===== src/rtl/uart_rx_frame_ctrl_if.sv =====
`default_nettype none
// ============================================================================
//  Module      : uart_rx_frame_ctrl_if
//  Description : Pin-path, sampler and data-sink signals of the RX frame controller.
//  Revision    : 1.0 - initial release
// ============================================================================
interface uart_rx_frame_ctrl_if #(
  parameter int COUNTER_WIDTH  = 4,
  parameter int PRESCALE_WIDTH = 5,
  parameter int DATA_WIDTH     = 8
);
  logic                      RX_IN;
  logic                      PAR_EN;
  logic                      PAR_TYP;
  logic [PRESCALE_WIDTH-1:0] Prescale;
  logic                      valid_sampled_bit;
  logic                      sampled_bit;
  logic                      data_sampling_enable;
  logic [PRESCALE_WIDTH-1:0] sample_counter;
  logic [COUNTER_WIDTH-1:0]  bit_counter;
  logic [DATA_WIDTH-1:0]     P_DATA;
  logic                      data_valid;
  logic                      parity_error;
  logic                      stop_error;

  modport master (
    output RX_IN, PAR_EN, PAR_TYP, Prescale, valid_sampled_bit, sampled_bit,
    input  data_sampling_enable, sample_counter, bit_counter, P_DATA,
           data_valid, parity_error, stop_error
  );

  modport slave (
    input  RX_IN, PAR_EN, PAR_TYP, Prescale, valid_sampled_bit, sampled_bit,
    output data_sampling_enable, sample_counter, bit_counter, P_DATA,
           data_valid, parity_error, stop_error
  );
endinterface
`default_nettype wire


===== src/rtl/uart_rx_frame_ctrl.sv =====
`default_nettype none
// ============================================================================
//  Module      : uart_rx_frame_ctrl
//  Description : UART RX framing FSM: start detect, oversample counters,
//                LSB-first deserialisation, parity and stop checking.
//  Revision    : 1.0 - initial release
// ============================================================================
module uart_rx_frame_ctrl #(
  parameter int COUNTER_WIDTH  = 4,
  parameter int PRESCALE_WIDTH = 5,
  parameter int DATA_WIDTH     = 8
) (
  input wire logic             CLK,
  input wire logic             RST,
  uart_rx_frame_ctrl_if.slave  bus
);

  typedef enum logic [2:0] {
    S_IDLE   = 3'd0,
    S_START  = 3'd1,
    S_DATA   = 3'd2,
    S_PARITY = 3'd3,
    S_STOP   = 3'd4
  } state_t;

  localparam logic [PRESCALE_WIDTH-1:0] c_PS_ONE        = PRESCALE_WIDTH'(1);
  localparam logic [COUNTER_WIDTH-1:0]  c_BIT_ONE       = COUNTER_WIDTH'(1);
  localparam logic [COUNTER_WIDTH-1:0]  c_LAST_DATA_BIT = COUNTER_WIDTH'(DATA_WIDTH);

  state_t                    r_state;
  logic [PRESCALE_WIDTH-1:0] r_sample_cnt;
  logic [COUNTER_WIDTH-1:0]  r_bit_cnt;
  logic [DATA_WIDTH-1:0]     r_shift;
  logic [DATA_WIDTH-1:0]     r_p_data;
  logic                      r_par_en;
  logic                      r_par_typ;
  logic                      r_data_valid;
  logic                      r_parity_error;
  logic                      r_stop_error;

  logic w_last_sample;
  logic w_take_bit;
  logic w_expected_parity;

  assign w_last_sample     = (r_sample_cnt == (bus.Prescale - c_PS_ONE));
  // Sampler pulses landing anywhere but the last oversample are discarded.
  assign w_take_bit        = bus.valid_sampled_bit & w_last_sample;
  assign w_expected_parity = (^r_shift) ^ r_par_typ;

  always_ff @(posedge CLK) begin
    if (RST) begin
      r_state        <= S_IDLE;
      r_sample_cnt   <= '0;
      r_bit_cnt      <= '0;
      r_shift        <= '0;
      r_p_data       <= '0;
      r_par_en       <= 1'b0;
      r_par_typ      <= 1'b0;
      r_data_valid   <= 1'b0;
      r_parity_error <= 1'b0;
      r_stop_error   <= 1'b0;
    end else begin
      r_data_valid <= 1'b0;
      if (r_state == S_IDLE) begin
        r_sample_cnt <= '0;
        r_bit_cnt    <= '0;
        if (!bus.RX_IN) begin
          r_state        <= S_START;
          r_par_en       <= bus.PAR_EN;
          r_par_typ      <= bus.PAR_TYP;
          r_parity_error <= 1'b0;
          r_stop_error   <= 1'b0;
          r_shift        <= '0;
        end
      end else begin
        if (w_last_sample) begin
          r_sample_cnt <= '0;
          r_bit_cnt    <= r_bit_cnt + c_BIT_ONE;
        end else begin
          r_sample_cnt <= r_sample_cnt + c_PS_ONE;
        end

        // Counter clears below override the increment when returning to IDLE.
        if (w_take_bit) begin
          case (r_state)
            S_START: begin
              if (bus.sampled_bit) begin
                r_state      <= S_IDLE;
                r_sample_cnt <= '0;
                r_bit_cnt    <= '0;
              end else begin
                r_state <= S_DATA;
              end
            end
            S_DATA: begin
              r_shift <= {bus.sampled_bit, r_shift[DATA_WIDTH-1:1]};
              if (r_bit_cnt == c_LAST_DATA_BIT) begin
                r_state <= r_par_en ? S_PARITY : S_STOP;
              end
            end
            S_PARITY: begin
              if (bus.sampled_bit != w_expected_parity) begin
                r_parity_error <= 1'b1;
              end
              r_state <= S_STOP;
            end
            S_STOP: begin
              if (!bus.sampled_bit) begin
                r_stop_error <= 1'b1;
              end else if (!r_parity_error) begin
                r_p_data     <= r_shift;
                r_data_valid <= 1'b1;
              end
              r_state      <= S_IDLE;
              r_sample_cnt <= '0;
              r_bit_cnt    <= '0;
            end
            default: begin
              r_state      <= S_IDLE;
              r_sample_cnt <= '0;
              r_bit_cnt    <= '0;
            end
          endcase
        end
      end
    end
  end

  assign bus.data_sampling_enable = (r_state == S_IDLE);
  assign bus.sample_counter       = r_sample_cnt;
  assign bus.bit_counter          = r_bit_cnt;
  assign bus.P_DATA               = r_p_data;
  assign bus.data_valid           = r_data_valid;
  assign bus.parity_error         = r_parity_error;
  assign bus.stop_error           = r_stop_error;

endmodule
`default_nettype wire


===== src/flat_wrapper.sv =====
// flat-port wrapper written by rule: the top's interface ports become plain ports
module uart_rx_frame_ctrl_flat 
#(
  parameter int COUNTER_WIDTH  = 4,
  parameter int PRESCALE_WIDTH = 5,
  parameter int DATA_WIDTH     = 8
)
  (CLK, RST, bus_RX_IN, bus_PAR_EN, bus_PAR_TYP, bus_Prescale, bus_valid_sampled_bit, bus_sampled_bit, bus_data_sampling_enable, bus_sample_counter, bus_bit_counter, bus_P_DATA, bus_data_valid, bus_parity_error, bus_stop_error);
  uart_rx_frame_ctrl_if #(.COUNTER_WIDTH(COUNTER_WIDTH), .PRESCALE_WIDTH(PRESCALE_WIDTH), .DATA_WIDTH(DATA_WIDTH)) bus_i ();
  input wire logic CLK;
  input wire logic RST;
  input wire logic [$bits(bus_i.RX_IN)-1:0] bus_RX_IN;
  input wire logic [$bits(bus_i.PAR_EN)-1:0] bus_PAR_EN;
  input wire logic [$bits(bus_i.PAR_TYP)-1:0] bus_PAR_TYP;
  input wire logic [$bits(bus_i.Prescale)-1:0] bus_Prescale;
  input wire logic [$bits(bus_i.valid_sampled_bit)-1:0] bus_valid_sampled_bit;
  input wire logic [$bits(bus_i.sampled_bit)-1:0] bus_sampled_bit;
  output wire logic [$bits(bus_i.data_sampling_enable)-1:0] bus_data_sampling_enable;
  output wire logic [$bits(bus_i.sample_counter)-1:0] bus_sample_counter;
  output wire logic [$bits(bus_i.bit_counter)-1:0] bus_bit_counter;
  output wire logic [$bits(bus_i.P_DATA)-1:0] bus_P_DATA;
  output wire logic [$bits(bus_i.data_valid)-1:0] bus_data_valid;
  output wire logic [$bits(bus_i.parity_error)-1:0] bus_parity_error;
  output wire logic [$bits(bus_i.stop_error)-1:0] bus_stop_error;
  assign bus_i.RX_IN = bus_RX_IN;
  assign bus_i.PAR_EN = bus_PAR_EN;
  assign bus_i.PAR_TYP = bus_PAR_TYP;
  assign bus_i.Prescale = bus_Prescale;
  assign bus_i.valid_sampled_bit = bus_valid_sampled_bit;
  assign bus_i.sampled_bit = bus_sampled_bit;
  assign bus_data_sampling_enable = bus_i.data_sampling_enable;
  assign bus_sample_counter = bus_i.sample_counter;
  assign bus_bit_counter = bus_i.bit_counter;
  assign bus_P_DATA = bus_i.P_DATA;
  assign bus_data_valid = bus_i.data_valid;
  assign bus_parity_error = bus_i.parity_error;
  assign bus_stop_error = bus_i.stop_error;
  uart_rx_frame_ctrl #(.COUNTER_WIDTH(COUNTER_WIDTH), .PRESCALE_WIDTH(PRESCALE_WIDTH), .DATA_WIDTH(DATA_WIDTH)) u_core (.CLK(CLK), .RST(RST), .bus(bus_i));
endmodule

===== config.mk =====
export PLATFORM = sky130hd
export DESIGN_NAME = uart_rx_frame_ctrl_flat
export DESIGN_NICKNAME = d
export VERILOG_FILES = /design/src/rtl/uart_rx_frame_ctrl_if.sv /design/src/rtl/uart_rx_frame_ctrl.sv /design/src/flat_wrapper.sv
export SDC_FILE = /design/constraint.sdc
export NUM_CORES = 1
export LEC_CHECK = 0
export BUFFER_PORTS_ARGS = -buffer_cell sky130_fd_sc_hd__buf_2
export CAP_MARGIN = 40
export CORE_MARGIN = 5
export CORE_UTILIZATION = 50
export CTS_CLUSTER_DIAMETER = 200
export DETAILED_ROUTE_END_ITERATION = 6
export GPL_ROUTABILITY_DRIVEN = 0
export PLACE_DENSITY = 0.79
export SLEW_MARGIN = 10
export SYNTH_ARGS = -nofsm -noshare
export SYNTH_HDL_FRONTEND = slang
export SYNTH_SLANG_ARGS = --single-unit

===== constraint.sdc =====
create_clock -name CLK -period 3.1 [get_ports CLK]
set_clock_uncertainty 0.2 [all_clocks]
set_input_delay 0 -clock CLK [delete_from_list [all_inputs] [get_ports CLK]]
set_output_delay 0 -clock CLK [all_outputs]
set_load 0.005 [all_outputs]

==> impl_metrics.yaml <==
logic_synthesis:
  synth_top_cells_by_area: "dfxtp_1, mux2i_1, nand2_1"
  syn_nets: 203
  ys_types: 43
  synthArstFlopShare_pct: 0
  ys_seq_area_share_pct: 39.0
  ys_seq_elements: 33
  ys_warn_count: 0
  avgSynthCellArea_um2: 9.07
  synth.cell_area_mm2: 0.00170
  synth_enable_flop_cells: 0
  yosys.area.top_type: "dfxtp_1"
  synthCells: 187
  synth_top_area_share_pct: 39.0
  synth_flop_cell: "dfxtp_1"
layout:
  antenna_cells: 0
  fillers: 322
  fin_area_mm2: 0.00206
  synthToLayoutAreaGrowth_pct: 21.4
  mostFrequentLayoutCell: "dfxtp_1"
  finalNonFillerCells: 279
  nNetsFinal: 248
  final_cell_mix: "dfxtp_1, buf_2, nand2_1"
  drive_gt1_share_pct: 21.5
  final_core_util_pct: 62.2
clocking:
  clk_latency_ns: 0.34
  cts_setup_buffers: 0
  path_clk_slew_ns: 0.10
  cts_max_level: 2
  post_cts_resized: 0
  cts_tree: "built"
  hold_buffers: 12
  clockRootBuffer: "clkbuf_4"
  clkSinkCount: 33
  cts_buffers: 5
  clockBufferDepth: 2
power_and_ir_drop:
  power.density_mw_per_mm2: 388
  finalPower_mw: 0.798
  leakage_nw: 0.790
  switching_share_pct: 28.1
  internal-power_mw: 0.574
  sequentialPowerShare_pct: 55.5
  vdd_drop_max_mv: 0.250
  combPwrFrac_pct: 15.6
  power_frac_clock_pct: 29.0
  p_sw_mw: 0.224
grt:
  grt_usage_pct: 16.6
  grt_pass1_vias: 1315
  gr-total-overflow: 0
  grt_pass1_wl_um: 5770
  antenna_found_initial: 0
  grt_max_degree: 24
critical_path:
  crit_required_ns: 3.18
  rr_worst_depth: 6
  worstSetupPathType: "reg2reg"
  critPathLaunchType: "register"
  reg2reg_to: "u_core.r_par_en"
  arrival_ns: 2.86
  crit_fanout: 8
  r2r_slack_ns: 0.32
  end_kind: "register"
  startpoint: "u_core.r_state[0]"
  reg2reg_from: "u_core.r_state[0]"
  critPathCapture: "u_core.r_par_en"
routing:
  viasPerCell: 5.11
  drtPass1Iterations: 4
  drc: 0
  num_vias: 1425
  drt-initial-drc-count: 117
  wl_per_cell_um: 12.1
  wirelength_um: 3380
  antenna_left: 0
sta:
  slew_headroom_pct: 50.1
  worst_pin_slew_ns: 0.743
  setup_viol: 0
  fmax_ghz: 0.359
  post-route-period-util_pct: 89.8
  setup_tns_ns: 0
  rsz0062_at_grt: "no"
  drv_slew: 0
  min_period_ns: 2.78
  hold_viol: 0
die:
  die_area_mm2: 0.00466
  fp.dieW_um: 68.2
  rows: 21
  ios: 33
  coreArea_mm2: 0.00331
  start_util_pct: 51.2
  die_y_um: 68.2
flow_run:
  max_cap_viol_count: 0
place:
  hpwl_um: 2400
  numPortBuffers: 32
  dp.cells: 259
  placed_cell_area_mm2: 0.00189
worst_hold_path:
  hold_depth: 5
  hp-class: "in2reg"
run_status:
  status: "finished, final reports clean"
[flip-flops by register name, indices dropped and copies added (netlist names)]
register and count:
u_core.bus.sample_counter 5, u_core.bus.stop_error 1, u_core.r_shift 8, u_core.bus.bit_counter 4
u_core.bus.P_DATA 8, u_core.bus.parity_error 1, u_core.r_par_en 1, u_core.r_state 3
u_core.bus.data_valid 1, u_core.r_par_typ 1
[worst max-delay path, stage by stage, from the launching register on]
cell and delay, ns:
dfxtp_1 0.38, or2_2 0.40, nor3_1 0.38, nand2_1 0.10, dlygate4sd3_1 0.57, a21oi_1 0.14, dlygate4sd3_1 0.56
[Yosys cell counts, types with 2 or more instances]
library cell   n
clkbuf_1       6
ha_1           4
a21oi_1        9
nand2_1       29
nand3_1        7
mux2i_1       15
nor3_1         5
inv_1         11
dfxtp_1       33
or3_1          2
o21ai_0        6
nand3b_1       3
xor2_1         6
nor2_1        11
nand2b_1       2
xnor2_1       11
[stage by stage]
step                worst slack [ns]  hold slack [ns]
floorplan                       1.03          -0.0640
global placement               0.886           0.0442
CTS                            0.392            0.110
global route                   0.123            0.115
detailed placement             0.836           0.0459
finish                         0.315            0.115
[kinds of logic after synthesis]
logic type / Yosys count / share of synthesized area, %
buffers and inverters: 18 / 4.43
DFF: 33 / 39.0
adders and majority gates: 4 / 2.95
AOI/OAI and AO/OA: 28 / 12.5
muxes: 16 / 9.52
and+or+nand+nor: 70 / 21.8
xor gates and xnor gates: 18 / 9.74
[power groups by stage]
stage	logic [mW]	clock network (mW)	registers [mW]
after CTS	0.123	0.238	0.443
after detailed placement	0.110	0	0.453
after floorplan	0.0804	0	0.449
after global routing	0.139	0.263	0.445
after global placement	0.109	0	0.452
final	0.124	0.231	0.443
[cell type report]
class,instances,area (um^2),share of cell area (%)
clock buffer,6,41.3,2.01
clock inverter,2,10.0,0.486
timing repair buffer,45,288,14.0
tap,46,57.6,2.80
multi-input combinational,136,960,46.6
inverter,11,41.3,2.01
sequential,33,661,32.1
[worst min path at each step]
| stage | from | slack (ns) | end |
|---|---|---|---|
| floorplan | bus_PAR_EN | -0.06 | u_core.r_par_en |
| global placement | bus_PAR_TYP | 0.04 | u_core.r_par_typ |
| detailed placement | bus_PAR_EN | 0.05 | u_core.r_par_en |
| global route | bus_Prescale[1] | 0.11 | u_core.bus.parity_error |
| CTS | bus_Prescale[1] | 0.11 | u_core.bus.parity_error |
| finish | bus_Prescale[1] | 0.11 | u_core.bus.parity_error |
[per-layer routing]
layer | global-route usage [%] | vias to the layer above | share of wire [%]
li1 | - | 731 | -
met1 | 20.0 | 646 | 47
met2 | 27.1 | 44 | 45
met3 | 6.08 | 4 | 6.6
met4 | 5.96 | 0 | 1.2
met5 | 0 | - | 0
No activity file was read; power rests on OpenSTA's default activity.
